===== src/rtl/melody_play_ctrl.sv =====
// rtl/melody_play_ctrl.sv - melody note buffer with timed note/gap playback onto the piezo driver
module melody_play_ctrl #(
  parameter int NOTE_TICKS = 5000000,
  parameter int GAP_TICKS  = 500000,
  parameter int DEPTH      = 8
) (
  input  logic       i_clk,
  input  logic       i_reset,
  input  logic       i_note_valid,
  input  logic [3:0] i_note_code,
  input  logic       i_clear,
  input  logic       i_play_req,
  input  logic [2:0] i_rd_index,
  output logic [3:0] o_rd_data,
  output logic [3:0] o_note_count,
  output logic       o_full,
  output logic       o_overflow,
  output logic       o_play_busy,
  output logic       o_play_done,
  output logic       o_piezo_en,
  output logic [3:0] o_piezo_code
);

  localparam int MAXT = (NOTE_TICKS > GAP_TICKS) ? NOTE_TICKS : GAP_TICKS;
  localparam int TW   = $clog2(MAXT + 1);
  localparam int AW   = (DEPTH > 1) ? $clog2(DEPTH) : 1;
  localparam logic [TW-1:0] NOTE_LAST = TW'(NOTE_TICKS - 1);
  localparam logic [TW-1:0] GAP_LAST  = TW'((GAP_TICKS > 0) ? GAP_TICKS - 1 : 0);
  localparam logic [3:0]    DEPTH_C   = 4'(DEPTH);

  localparam logic [1:0] ST_IDLE = 2'd0;
  localparam logic [1:0] ST_NOTE = 2'd1;
  localparam logic [1:0] ST_GAP  = 2'd2;

  logic [3:0]    r_buf [0:DEPTH-1];
  logic [3:0]    r_count;
  logic [1:0]    r_state;
  logic [2:0]    r_idx;
  logic [TW-1:0] r_timer;
  logic          r_overflow;
  logic          r_done;
  logic [3:0]    r_piezo_code;

  logic          w_full;
  logic          w_last;
  logic [2:0]    w_next_idx;
  logic [3:0]    w_next_code;

  assign w_full      = (r_count == DEPTH_C);
  assign w_last      = ({1'b0, r_idx} == (r_count - 4'd1));
  assign w_next_idx  = r_idx + 3'd1;
  assign w_next_code = r_buf[w_next_idx[AW-1:0]];

  // Entries at or beyond the fill level read as rest, so clear never has to wipe storage.
  assign o_rd_data    = ({1'b0, i_rd_index} < r_count) ? r_buf[i_rd_index[AW-1:0]] : 4'd0;
  assign o_note_count = r_count;
  assign o_full       = w_full;
  assign o_overflow   = r_overflow;
  assign o_play_busy  = (r_state != ST_IDLE);
  assign o_play_done  = r_done;
  assign o_piezo_en   = (r_state == ST_NOTE) && (r_piezo_code != 4'd0);
  assign o_piezo_code = r_piezo_code;

  always_ff @(posedge i_clk or posedge i_reset) begin
    if (i_reset) begin
      for (int i = 0; i < DEPTH; i++) r_buf[i] <= 4'd0;
      r_count      <= 4'd0;
      r_state      <= ST_IDLE;
      r_idx        <= 3'd0;
      r_timer      <= '0;
      r_overflow   <= 1'b0;
      r_done       <= 1'b0;
      r_piezo_code <= 4'd0;
    end else begin
      r_overflow <= 1'b0;
      r_done     <= 1'b0;
      case (r_state)
        ST_IDLE: begin
          if (i_clear) begin
            r_count <= 4'd0;
          end else if (i_play_req) begin
            if (r_count == 4'd0) begin
              r_done <= 1'b1;
            end else begin
              r_state      <= ST_NOTE;
              r_idx        <= 3'd0;
              r_timer      <= '0;
              r_piezo_code <= r_buf[0];
            end
          end else if (i_note_valid) begin
            if (w_full) begin
              r_overflow <= 1'b1;
            end else begin
              r_buf[r_count[AW-1:0]] <= i_note_code;
              r_count                <= r_count + 4'd1;
            end
          end
        end
        ST_NOTE, ST_GAP: begin
          if (i_clear) begin
            r_state      <= ST_IDLE;
            r_count      <= 4'd0;
            r_timer      <= '0;
            r_piezo_code <= 4'd0;
          end else if ((r_state == ST_NOTE && r_timer == NOTE_LAST) ||
                       (r_state == ST_GAP  && r_timer == GAP_LAST)) begin
            r_timer <= '0;
            if (r_state == ST_NOTE && GAP_TICKS > 0) begin
              r_state <= ST_GAP;
            end else if (w_last) begin
              r_state      <= ST_IDLE;
              r_done       <= 1'b1;
              r_piezo_code <= 4'd0;
            end else begin
              r_state      <= ST_NOTE;
              r_idx        <= w_next_idx;
              r_piezo_code <= w_next_code;
            end
          end else begin
            r_timer <= r_timer + TW'(1);
          end
        end
        default: r_state <= ST_IDLE;
      endcase
    end
  end

endmodule

===== config.mk =====
export PLATFORM = sky130hd
export DESIGN_NAME = melody_play_ctrl
export DESIGN_NICKNAME = d
export VERILOG_FILES = /design/src/rtl/melody_play_ctrl.sv
export SDC_FILE = /design/constraint.sdc
export NUM_CORES = 1
export LEC_CHECK = 0
export BUFFER_PORTS_ARGS = -buffer_cell sky130_fd_sc_hd__buf_2
export CAP_MARGIN = 20
export CORE_AREA = 2 2 93 95
export DETAILED_ROUTE_END_ITERATION = 6
export DIE_AREA = 0 0 95 97
export HOLD_SLACK_MARGIN = 0.12
export PLACE_DENSITY = 0.67
export SLEW_MARGIN = 20
export SYNTH_ARGS = -nofsm -noshare
export SYNTH_HDL_FRONTEND = slang
export SYNTH_SLANG_ARGS = --single-unit

===== constraint.sdc =====
create_clock -name i_clk -period 6.95 [get_ports i_clk]
set_clock_uncertainty 0.15 [all_clocks]
set_input_delay 0.3475 -clock i_clk [delete_from_list [all_inputs] [get_ports i_clk]]
set_output_delay 0.3475 -clock i_clk [all_outputs]
set_load 0.01 [all_outputs]

# [After elaboration in Yosys (flattened, before gate mapping)]
# Cells that the tools add are included.
[word_totals] regBits=70 in_bits=12 wordCells=125
[op_classes] bitwise_logic=6 magnitude_cmp=5 n_eq_ne=19 reduce_logical=17 n_mux=59 addsub=4
[ops] cell="23-bit 2-to-1 mux" n=5
[ops] cell="4-bit 2-to-1 mux" n=18
[ops] cell="23-bit one-hot mux with 2 select lines" n=1
[ops] cell="32-bit bitwise mux" n=1
[ops] cell="4-bit binary-select mux with 3-bit select" n=2
[ops] cell="23-bit by 1-bit adder with 23-bit output (second input constant)" n=1
[ops] cell="23-bit by 19-bit equality test with 1-bit output (second input constant)" n=1
[ops] cell="23-bit equality test (second input constant)" n=1
[ops] cell="3-bit 2-to-1 mux" n=7
[ops] cell="2-bit inequality test (second input constant)" n=8
[ops] cell="4-bit one-hot mux with 2 select lines" n=2
[ops] cell="3-bit inequality test (second input constant)" n=5
[ops] cell="1-bit 2-to-1 mux" n=13
[ops] cell="4-bit demux with 3-bit select" n=1
[ops] cell="4-bit greater-or-equal comparator (second input constant)" n=3
[ops] cell="2-bit 2-to-1 mux" n=6
[ops] cell="3-bit inverter with 4-bit output" n=3
[ops] cell="5-bit AND reduction" n=2
[ops] cell="4-bit AND reduction" n=2
[ops] cell="8-bit AND reduction" n=1
[ops] cell="3-bit one-hot mux with 2 select lines" n=1
[ops] cell="6-bit AND reduction" n=1
[ops] cell="4-bit by 1-bit adder with 4-bit output (second input constant)" n=1
[ops] cell="3-bit by 4-bit equality test with 1-bit output" n=1
[ops] cell="17 further kinds" n=23

# [Longest topological paths before layout]
# Gate-level depths: netlist of the first run.
[depth] depth_word=10 mapped_depth=9 ltp_nobuf=8

# [Worst setup path after synthesis of the first run]
# OpenSTA, ideal clock, no wires.
[synth_timing] path_type="reg2reg" from="register r_count[1], in the netlist o_note_count[1]" to="register r_buf[12] (netlist name)" path_buffers=0 stages_incl_launch_ff=8 required_ns=6.675 setup_ns=0.125 arrival_ns=2.544 setup_slack_ns=4.131 cell_sequence="dfrtp_1 inv_1 ha_1 nand3b_1 or3b_2 or3_1 nor3_1 mux2_2"
[synth_via] elab_chain_len=6 word_cells_on_any_way=10 classes_between="order compare: 2; eq/ne: 1; mux: 3; bitwise: 2; reduce/logical: 2"
[synth_rtl] element="start, declared" line="36" rtl="logic [3:0] r_count;"
[synth_rtl] element="start signal, assigned" line="95" rtl="r_count <= r_count + 4'd1;"
[synth_rtl] element="3-bit inverter with 4-bit output (not written as such)" line="94" rtl="r_buf[r_count[AW-1:0]] <= i_note_code;"
[synth_rtl] element="4-bit greater-or-equal comparator (not written as such) or 4-bit by 1-bit less-than comparator with 1-bit output (tied branches)" line="94"
[synth_rtl] element="1-bit logical AND (not written as such)" line="94"
[synth_rtl] element="4-bit 2-to-1 mux (not written as such)" line="94"
[synth_rtl] element="4-bit demux with 3-bit select" line="94"
[synth_rtl] element="32-bit bitwise mux" line="94"
[synth_rtl] element="end signal, assigned by index" line="94"
[synth_rtl] element="end, declared" line="35" rtl="logic [3:0] r_buf [0:DEPTH-1];"
# Parallel ways exist; a longest one is shown, timed or not.
# A chain may end at the register's enable or synchronous reset.

# [Worst setup path in the final report of the first run]
[layout_timing] from="register r_count[1], in the netlist o_note_count[1]" to="register r_buf[31] (netlist name)"
# The elaborated chain is that of the path after synthesis.

==> flow_summary.toml, run 1 <==
[pwr]
power_leakage_uw = 0.00197
ir_drop_v = 0.000131
p_per_area_mw_per_mm2 = 281

[layout]
nNetsFinal = 402
n_antenna_cell = 0
fill_cells = 723
drive_above_1_share_pct = 27.5
area_growth_pct = 10.5

[setup_path]
path_class = "flip-flop to flip-flop"
cp.required_ns = 7.02
critPathLaunchType = "flip-flop"
r2r_slack_ns = 3.65
crit_chain = "inv_1, ha_1, nand3b_1, or3b_2, or3_1, nor3_1, mux2_2"
crit_slowest_cell = "nor3_1"
crit_arrival_ns = 3.37
critPathBufInv = 1
critPathTopFamily = "simple AND/OR/NAND/NOR gates"
end_kind = "flip-flop"
slowest_delay_ns = 0.57
crit_path_max_fanout = 9

[clocking]
clkLatencyLatePin_ns = 0.35
clock_sinks = 70
cts_hold_buffers = 2
cts_tree = "done"
ctsResizeCount = 0
cts_setup_buffers = 0
cts_buffers = 9
cts_max_level = 3
clkTransAtPathRegs_ns = 0.09
clockBufferDepth = 2
cts-root-buf = "clkbuf_8"

[drt]
vias_per_cell = 5.82
vias = 2851
final_antenna_net_count = 0
drc = 0
first_iter_violations = 131
dr.pass1.iters = 4
post_drt_wl_per_cell_um = 17.6
routed_wl_mm = 8.62

[worst_hold_path]
hp-class = "input port to asynchronous set/reset pin"

[logic_synthesis]
synth_cell_type_count = 58
syn_nets = 372
syn_avg_cell_area_um2 = 11.4
syn-cell-area_mm2 = 0.00400
synth_flop_cell = "dfrtp_1"
yosysWarnings = 0
syn_inst = 350
synthArstFlopShare_pct = 100
synth_edf_count = 0
synth-seq-area-share_pct = 43.8
ys_ff_latch = 70

[global_routing]
grt_pass1_wl_mm = 14.3
grt_overflow = 0
track_usage_pct = 19.8
grt_pass1_vias = 2806
grt_max_degree = 71
antenna_found_initial = 0

[timing]
slew_violations = 0
fmax_ghz = 0.303
tightest_slew_ns = 0.951
whs_ns = 0.101
finalCritPeriodShare_pct = 47.5
slew_headroom_pct = 36.5
finalSetupViolations = 0
setup_tns_ns = 0
hold_viol = 0
min_period_ns = 3.30
grt_setup_unrepaired = "false"

[floorplanning]
initial_core_util_pct = 49.2
dieHeight_um = 97
die_area_mm2 = 0.00922
die_w_um = 95
rows = 33
io_pins = 29
core_mm2 = 0.00813

[run_status]
status = "complete, no violations"

[flow_run]
cap_violations = 0

[place]
portBuffers = 28
place_hpwl_mm = 6.14
gp_congestion = 0.800
cell usage after synthesis (2+ instances only):
library cell	count	share of area (%)
nand3_1	17	2.1
or4_1	2	0.38
nand4b_1	2	0.44
dfrtp_1	70	44
o21ai_0	14	1.8
nor3_1	9	1.1
nand2_1	18	1.7
xnor2_1	8	1.8
and3_1	2	0.31
mux2_2	33	9.3
mux4_2	16	9.0
mux2_1	4	1.1
mux2i_1	8	2.0
nor3b_1	5	0.94
a21oi_1	6	0.75
xor2_1	13	2.8
nand4_1	7	1.1
ha_1	10	3.1
o2bb2ai_1	5	1.1
or3_1	2	0.31
nor4b_1	2	0.44
nor4_1	2	0.31
nor2_1	33	3.1
buf_2	2	0.25
inv_1	12	1.1
clkbuf_1	7	0.66
o21a_1	2	0.38
nand2b_1	5	0.78
and4_1	4	0.88
o31ai_1	2	0.38
metal layers:
layer / wire [µm] / GRT usage (%)
met5: 0 / 0
met4: 144 / 5.35
met3: 245 / 3.74
met2: 3950 / 29.6
met1: 4280 / 29.6
flip-flops by register name, summed over array words and instances, names as in the netlist:
signal,cells
o_note_count,4
o_overflow,1
o_piezo_code,4
o_play_done,1
r_buf,32
r_idx,3
r_state,2
r_timer,23
final timing paths:
path                                             startpoint                      to  cells after the start
min in group i_clk                           i_note_code[1]   r_buf[13]$_DFFE_PP0P_                      2
worst min-delay path                                i_reset  r_timer[8]$_DFFE_PP0P_                      3
worst max-delay path            o_note_count[1]$_DFFE_PP0P_   r_buf[31]$_DFFE_PP0P_                      7
max in group asynchronous                           i_reset   r_buf[19]$_DFFE_PP0P_                      3
worst min register to register        r_buf[17]$_DFFE_PP0P_   r_buf[17]$_DFFE_PP0P_                      1
worst max register to register  o_note_count[1]$_DFFE_PP0P_   r_buf[31]$_DFFE_PP0P_                      7
layout by cell type (no fill, tap or decap), types with 6 or more instances in the layout:
cell,count
a21oi_1,6
buf_2,28
clkbuf_8,10
dfrtp_1,70
ha_1,10
inv_1,11
mux2_2,33
mux2i_1,8
mux4_2,16
nand2_1,18
nand3_1,17
nand4_1,7
nor2_1,33
nor3_1,9
o21ai_0,14
xnor2_1,8
xor2_1,13
power breakdown:
group	total, µW	internal [µW]	leakage (µW)	switching (µW)
Combinational	431	188	0.000929	243
Clock	307	140	0.0000849	166
Sequential	504	456	0.000959	48.4
metrics by stage:
step / setup slack, ns / util, % / cells / cell area, µm² / total power (µW)
4_1_cts: 3.68 / 54.3 / 490 / 4420 / 1250
5_1_grt: 3.50 / 54.3 / 490 / 4420 / 1330
2_1_floorplan: 4.13 / - / 350 / 4000 / 839
6_report: 3.65 / 54.3 / 490 / 4420 / 1240
3_5_place_dp: 3.69 / 51.8 / 472 / 4220 / 944
3_3_place_gp: 3.70 / 51.8 / 472 / 4220 / 940
kinds of logic (layout without fill, tap and decap cells):
group | after synthesis | after routing | synth area share (%)
mux | 61 | 61 | 21.4
compound gates | 42 | 42 | 7.73
buf+inv | 26 | 61 | 3.22
xor+xnor | 21 | 21 | 4.60
flops | 70 | 70 | 43.8
fa+ha+maj | 10 | 10 | 3.13
simple gates | 120 | 120 | 16.1
layout make-up:
class                   count  area [µm²]  area share [%]
flip-flops and latches     70        1750            39.6
repair buffers             31         168            3.79
inverters                  14        66.3            1.50
clock buffers              10         138            3.12
multi-input cells         254        2120            47.9
clock inverters             6        45.0            1.02
well taps                 105         131            2.97
tightest hold or removal path, cell delays in order:
cell and delay [ns]:
buf_2 0.10, inv_2 0.03, buf_4 0.66
Power figures use the tool's default switching activity.
==> run 2, diff against run 1 <==
--- a/config.mk
+++ b/config.mk
@@ -11,7 +11,7 @@
 export DETAILED_ROUTE_END_ITERATION = 6
 export DIE_AREA = 0 0 95 97
 export HOLD_SLACK_MARGIN = 0.12
-export PLACE_DENSITY = 0.67
+export PLACE_DENSITY = 0.69
 export SLEW_MARGIN = 20
 export SYNTH_ARGS = -nofsm -noshare
 export SYNTH_HDL_FRONTEND = slang
==> constraint.sdc (replaced) <==
create_clock -name i_clk -period 2.85 [get_ports i_clk]
set_clock_uncertainty 0.15 [all_clocks]
set_input_delay 0.1425 -clock i_clk [delete_from_list [all_inputs] [get_ports i_clk]]
set_output_delay 0.1425 -clock i_clk [all_outputs]
set_load 0.01 [all_outputs]
==> flow_summary.toml, run 2 (synthesized netlist as in run 1, its figures left out) <==
[run_status]
status = "complete, no violations"

[clocking]
cts_setup_buffers = 0
cts_max_level = 3
cts_buffers = 9
cts-root-buf = "clkbuf_8"
cts_tree = "done"
clockBufferDepth = 2
clkLatencyLatePin_ns = 0.36
clock_sinks = 70
clkTransAtPathRegs_ns = 0.08

[setup_path]
reg2regPathDepth = 8
path_class = "flip-flop to flip-flop"
critPathLaunchType = "flip-flop"
cp.required_ns = 2.93
critPathBufInv = 2
critPathTopFamily = "simple AND/OR/NAND/NOR gates"
r2r_end = "r_buf[30]$_DFFE_PP0P_"
crit_arrival_ns = 2.78
crit_path_end = "r_buf[30]$_DFFE_PP0P_"
slowest_delay_ns = 0.51
r2r_slack_ns = 0.16
crit_chain = "inv_1, ha_1, nand3b_1, or3b_2, or3_1, nor3_1, buf_4, mux2_2"
regToRegStartpoint = "o_note_count[0]$_DFFE_PP0P_"
crit_slowest_cell = "or3b_2"
end_kind = "flip-flop"
cp_num_cells = 8
crit_start = "o_note_count[0]$_DFFE_PP0P_"
crit_path_max_fanout = 5

[global_routing]
grt_overflow = 0
grt_max_degree = 71
track_usage_pct = 20.9
grt_pass1_wl_mm = 14.9
antenna_found_initial = 0
grt_pass1_vias = 2961

[layout]
final_common_cell = "dfrtp_1"
largest_reg_flops = 32
n_antenna_cell = 0
final_cell_mix = "dfrtp_1 (70), nor2_1 (33), mux2_2 (33)"
drive_above_1_share_pct = 29.9
biggestRegsByFlops = "r_buf x32, r_timer x23"
nNetsFinal = 423
top_register = "r_buf"
area_growth_pct = 15.4

[timing]
setup_tns_ns = 0
grt_setup_unrepaired = "false"
finalCritPeriodShare_pct = 94.5
fin_ws_ns = 0.157
slew_headroom_pct = 39.6
hold_viol = 0
slew_violations = 0
finalSetupViolations = 0
tightest_slew_ns = 0.905
min_period_ns = 2.69
fmax_ghz = 0.371

[drt]
routed_wl_mm = 8.86
dr.pass1.iters = 5
post_drt_wl_per_cell_um = 17.4
vias = 2984
vias_per_cell = 5.85
final_antenna_net_count = 0
first_iter_violations = 208
drc = 0

[place]
place_hpwl_mm = 6.19
place_ws_ns = 0.159
portBuffers = 28
gp_congestion = 0.834

[floorplanning]
initial_core_util_pct = 49.2
die_w_um = 95
core_mm2 = 0.00813
die_area_mm2 = 0.00922
rows = 33
dieHeight_um = 97
io_pins = 29

[pwr]
p_per_area_mw_per_mm2 = 685
ir_drop_v = 0.000374
power_leakage_uw = 0.00209

[worst_hold_path]
hp-class = "input port to flip-flop"

[flow_run]
cap_violations = 0
==> run 2: layout make-up <==
cell class	instances	area (µm²)
fillers	665	3520
multi-input cells	254	2120
flip-flops and latches	70	1750
repair buffers	52	353
well taps	105	131
clock buffers	9	124
inverters	14	66.3
clock inverters	6	63.8
==> run 2: worst min path at each step <==
stage                      start                           to  depth (start not counted)  slack, ns
detailed placement       i_reset       r_timer[8]$_DFFE_PP0P_                          3       0.11
global route        i_note_valid  o_note_count[1]$_DFFE_PP0P_                          5       0.21
global placement         i_reset       r_timer[8]$_DFFE_PP0P_                          3       0.10
finish              i_note_valid  o_note_count[1]$_DFFE_PP0P_                          5       0.18
CTS                 i_note_valid  o_note_count[1]$_DFFE_PP0P_                          5       0.18
floorplan             i_play_req         o_overflow$_DFF_PP0_                          1       0.06
==> run 2: worst min-delay path: cells and delay by family <==
kind                   cells  cell delay [ns]
AOI/OAI and AO/OA          1             0.06
and+or+nand+nor            3             0.35
buffers and inverters      1             0.10
==> run 2: routing by layer <==
layer  part of all wire (%)  global-route usage [%]
met5                      0                       0
met4                    1.1                    6.35
met3                    4.3                    4.28
met2                     48                    31.7
met1                     47                    30.3
==> run 2: metrics by stage <==
step	cell area (µm²)	instances	utilization [%]	total power, µW	hold WS, ns
global route	4610	510	56.7	3350	0.209
detailed placement	4340	487	53.4	2380	0.105
finish	4610	510	56.7	3160	0.178
CTS	4610	510	56.7	3170	0.176
global placement	4340	487	53.4	2350	0.103
floorplan	4000	350	-	2050	0.0638
==> run 2: timing repair <==
item,CTS,global route
gates resized for setup,0,2
hold buffers,8,0
hold endpoints to repair,107,0
endpoints found under the setup margin,0,3
==> run 2: power by group <==
part	internal (µW)	switching, µW
registers	1110	104
clock network	397	396
logic	513	636
total	2020	1140
==> run 3, diff against run 2 <==
--- a/config.mk
+++ b/config.mk
@@ -5,6 +5,7 @@
 export SDC_FILE = /design/constraint.sdc
 export NUM_CORES = 1
 export LEC_CHECK = 0
+export ABC_AREA = 0
 export BUFFER_PORTS_ARGS = -buffer_cell sky130_fd_sc_hd__buf_2
 export CAP_MARGIN = 20
 export CORE_AREA = 2 2 93 95
@@ -12,6 +13,7 @@
 export DIE_AREA = 0 0 95 97
 export HOLD_SLACK_MARGIN = 0.12
 export PLACE_DENSITY = 0.69
+export RECOVER_POWER = 25
 export SLEW_MARGIN = 20
 export SYNTH_ARGS = -nofsm -noshare
 export SYNTH_HDL_FRONTEND = slang
==> flow_summary.toml, run 3 (synthesized netlist as in run 1, its figures left out) <==
[run_status]
violations = "max-capacitance violations, max-slew violations"
status = "finished, violations left"

[drt]
dr.pass1.iters = 4
final_antenna_net_count = 0
post_drt_wl_per_cell_um = 17.3
first_iter_violations = 168
vias = 3004
vias_per_cell = 5.89
routed_wl_mm = 8.82
drc = 0

[worst_hold_path]
hp-class = "input port to flip-flop"
hold_depth = 5
min_to = "o_note_count[1]$_DFFE_PP0P_"
min_from = "i_note_valid"

[clocking]
cts_buffers = 9
clkTransAtPathRegs_ns = 0.08
clkLatencyLatePin_ns = 0.35
cts_max_level = 3
cts_tree = "done"
cts-root-buf = "clkbuf_8"
clock_sinks = 70
clockBufferDepth = 2

[global_routing]
grt_pass1_wl_mm = 14.9
grt_max_degree = 71
track_usage_pct = 20.9
grt_pass1_vias = 2961
grt_overflow = 0
antenna_found_initial = 0

[timing]
hold_viol = 0
finalSetupViolations = 0
slew_violations = 71
slew_headroom_pct = -16.9
min_period_ns = 2.70
grt_setup_unrepaired = "false"
tightest_slew_ns = 1.75
fmax_ghz = 0.371
finalCritPeriodShare_pct = 94.6
setup_tns_ns = 0

[setup_path]
critPathTopFamily = "simple AND/OR/NAND/NOR gates"
reg2regPathDepth = 8
regToRegStartpoint = "o_note_count[0]$_DFFE_PP0P_"
end_kind = "flip-flop"
r2r_slack_ns = 0.15
path_class = "flip-flop to flip-flop"
cp.required_ns = 2.93
crit_arrival_ns = 2.77
crit_chain = "inv_1, ha_1, nand3b_1, or3b_2, or3_1, nor3_1, buf_4, mux2_2"
crit_path_max_fanout = 5
r2r_end = "r_buf[30]$_DFFE_PP0P_"
critPathLaunchType = "flip-flop"
slowest_delay_ns = 0.51
crit_slowest_cell = "or3b_2"
critPathBufInv = 2

[layout]
drive_above_1_share_pct = 29.6
area_growth_pct = 15.0
final_cell_mix = "dfrtp_1 (70), nor2_1 (33), mux2_2 (33)"
biggestRegsByFlops = "r_buf x32, r_timer x23"
n_antenna_cell = 0
final_area_mm2 = 0.00460
top_register = "r_buf"
nNetsFinal = 423
final_common_cell = "dfrtp_1"
largest_reg_flops = 32

[place]
place_hpwl_mm = 6.19
portBuffers = 28
postPlaceCellArea_mm2 = 0.00434
gp_congestion = 0.834

[floorplanning]
die_area_mm2 = 0.00922
io_pins = 29
rows = 33
initial_core_util_pct = 49.2
dieHeight_um = 97
die_w_um = 95
core_mm2 = 0.00813

[pwr]
p_per_area_mw_per_mm2 = 685
ir_drop_v = 0.000373
report.power.total_uw = 3150
power_leakage_uw = 0.00208

[flow_run]
cap_violations = 1
## run 3: changes by cell type in the layout (fill, tap and decap cells not counted), sizes merged
cell and change:
buf -1, clkbuf +1
## run 3: per-layer routing
metal | part of all wire (%) | routed length, µm | track usage (%)
met1 | 47 | 4170 | 30.3
met4 | 1.1 | 96 | 6.35
met3 | 3.9 | 347 | 4.28
met5 | 0 | 0 | 0
met2 | 48 | 4210 | 31.7
## run 3: area by class of cell
cell class / instances / area, µm²
multi-input cells: 254 / 2120
fillers: 667 / 3540
inverters: 14 / 66.3
repair buffers: 52 / 338
clock inverters: 6 / 63.8
well taps: 105 / 131
flip-flops and latches: 70 / 1750
clock buffers: 9 / 124
## run 3: worst max path at each step
stage | from | slack [ns] | endpoint | cells after the start
final | o_note_count[0]$_DFFE_PP0P_ | 0.15 | r_buf[30]$_DFFE_PP0P_ | 8
after global routing | r_state[0]$_DFFE_PP0P_ | 0.001 | r_buf[30]$_DFFE_PP0P_ | 8
after global placement | r_timer[16]$_DFFE_PP0P_ | 0.19 | o_piezo_code[2]$_DFFE_PP0P_ | 6
after floorplan | o_note_count[1]$_DFFE_PP0P_ | 0.03 | r_buf[12]$_DFFE_PP0P_ | 7
after detailed placement | o_note_count[0]$_DFFE_PP0P_ | 0.16 | r_buf[7]$_DFFE_PP0P_ | 7
after CTS | r_timer[16]$_DFFE_PP0P_ | 0.15 | o_piezo_code[0]$_DFFE_PP0P_ | 6
## run 3: where the power goes
part	switching [µW]	internal, µW
Combinational	631	510
Sequential	104	1110
Clock	393	397
## run 3: timing repair
| item | 4_1_cts | 5_1_grt |
|---|---|---|
| hold buffers | 8 | 0 |
| endpoints found under the setup margin | 0 | 3 |
| buffers inserted | 0 | 0 |
| resized for setup | 0 | 2 |
| endpoints found under the hold margin | 107 | 0 |
## run 3: stage by stage
step                hold WS [ns]  setup slack [ns]  utilization (%)  cells
floorplan                 0.0638            0.0308                -    350
global placement           0.103             0.195             53.4    487
detailed placement         0.105             0.159             53.4    487
CTS                        0.176             0.151             56.7    510
global route               0.209           0.00140             56.5    510
finish                     0.185             0.153             56.5    510
## run 3: worst reg2reg max path: stages, from the launching register on
cell,delay (ns)
dfrtp_1,0.35
inv_1,0.08
ha_1,0.24
nand3b_1,0.14
or3b_2,0.51
or3_1,0.40
nor3_1,0.18
buf_4,0.18
mux2_2,0.34
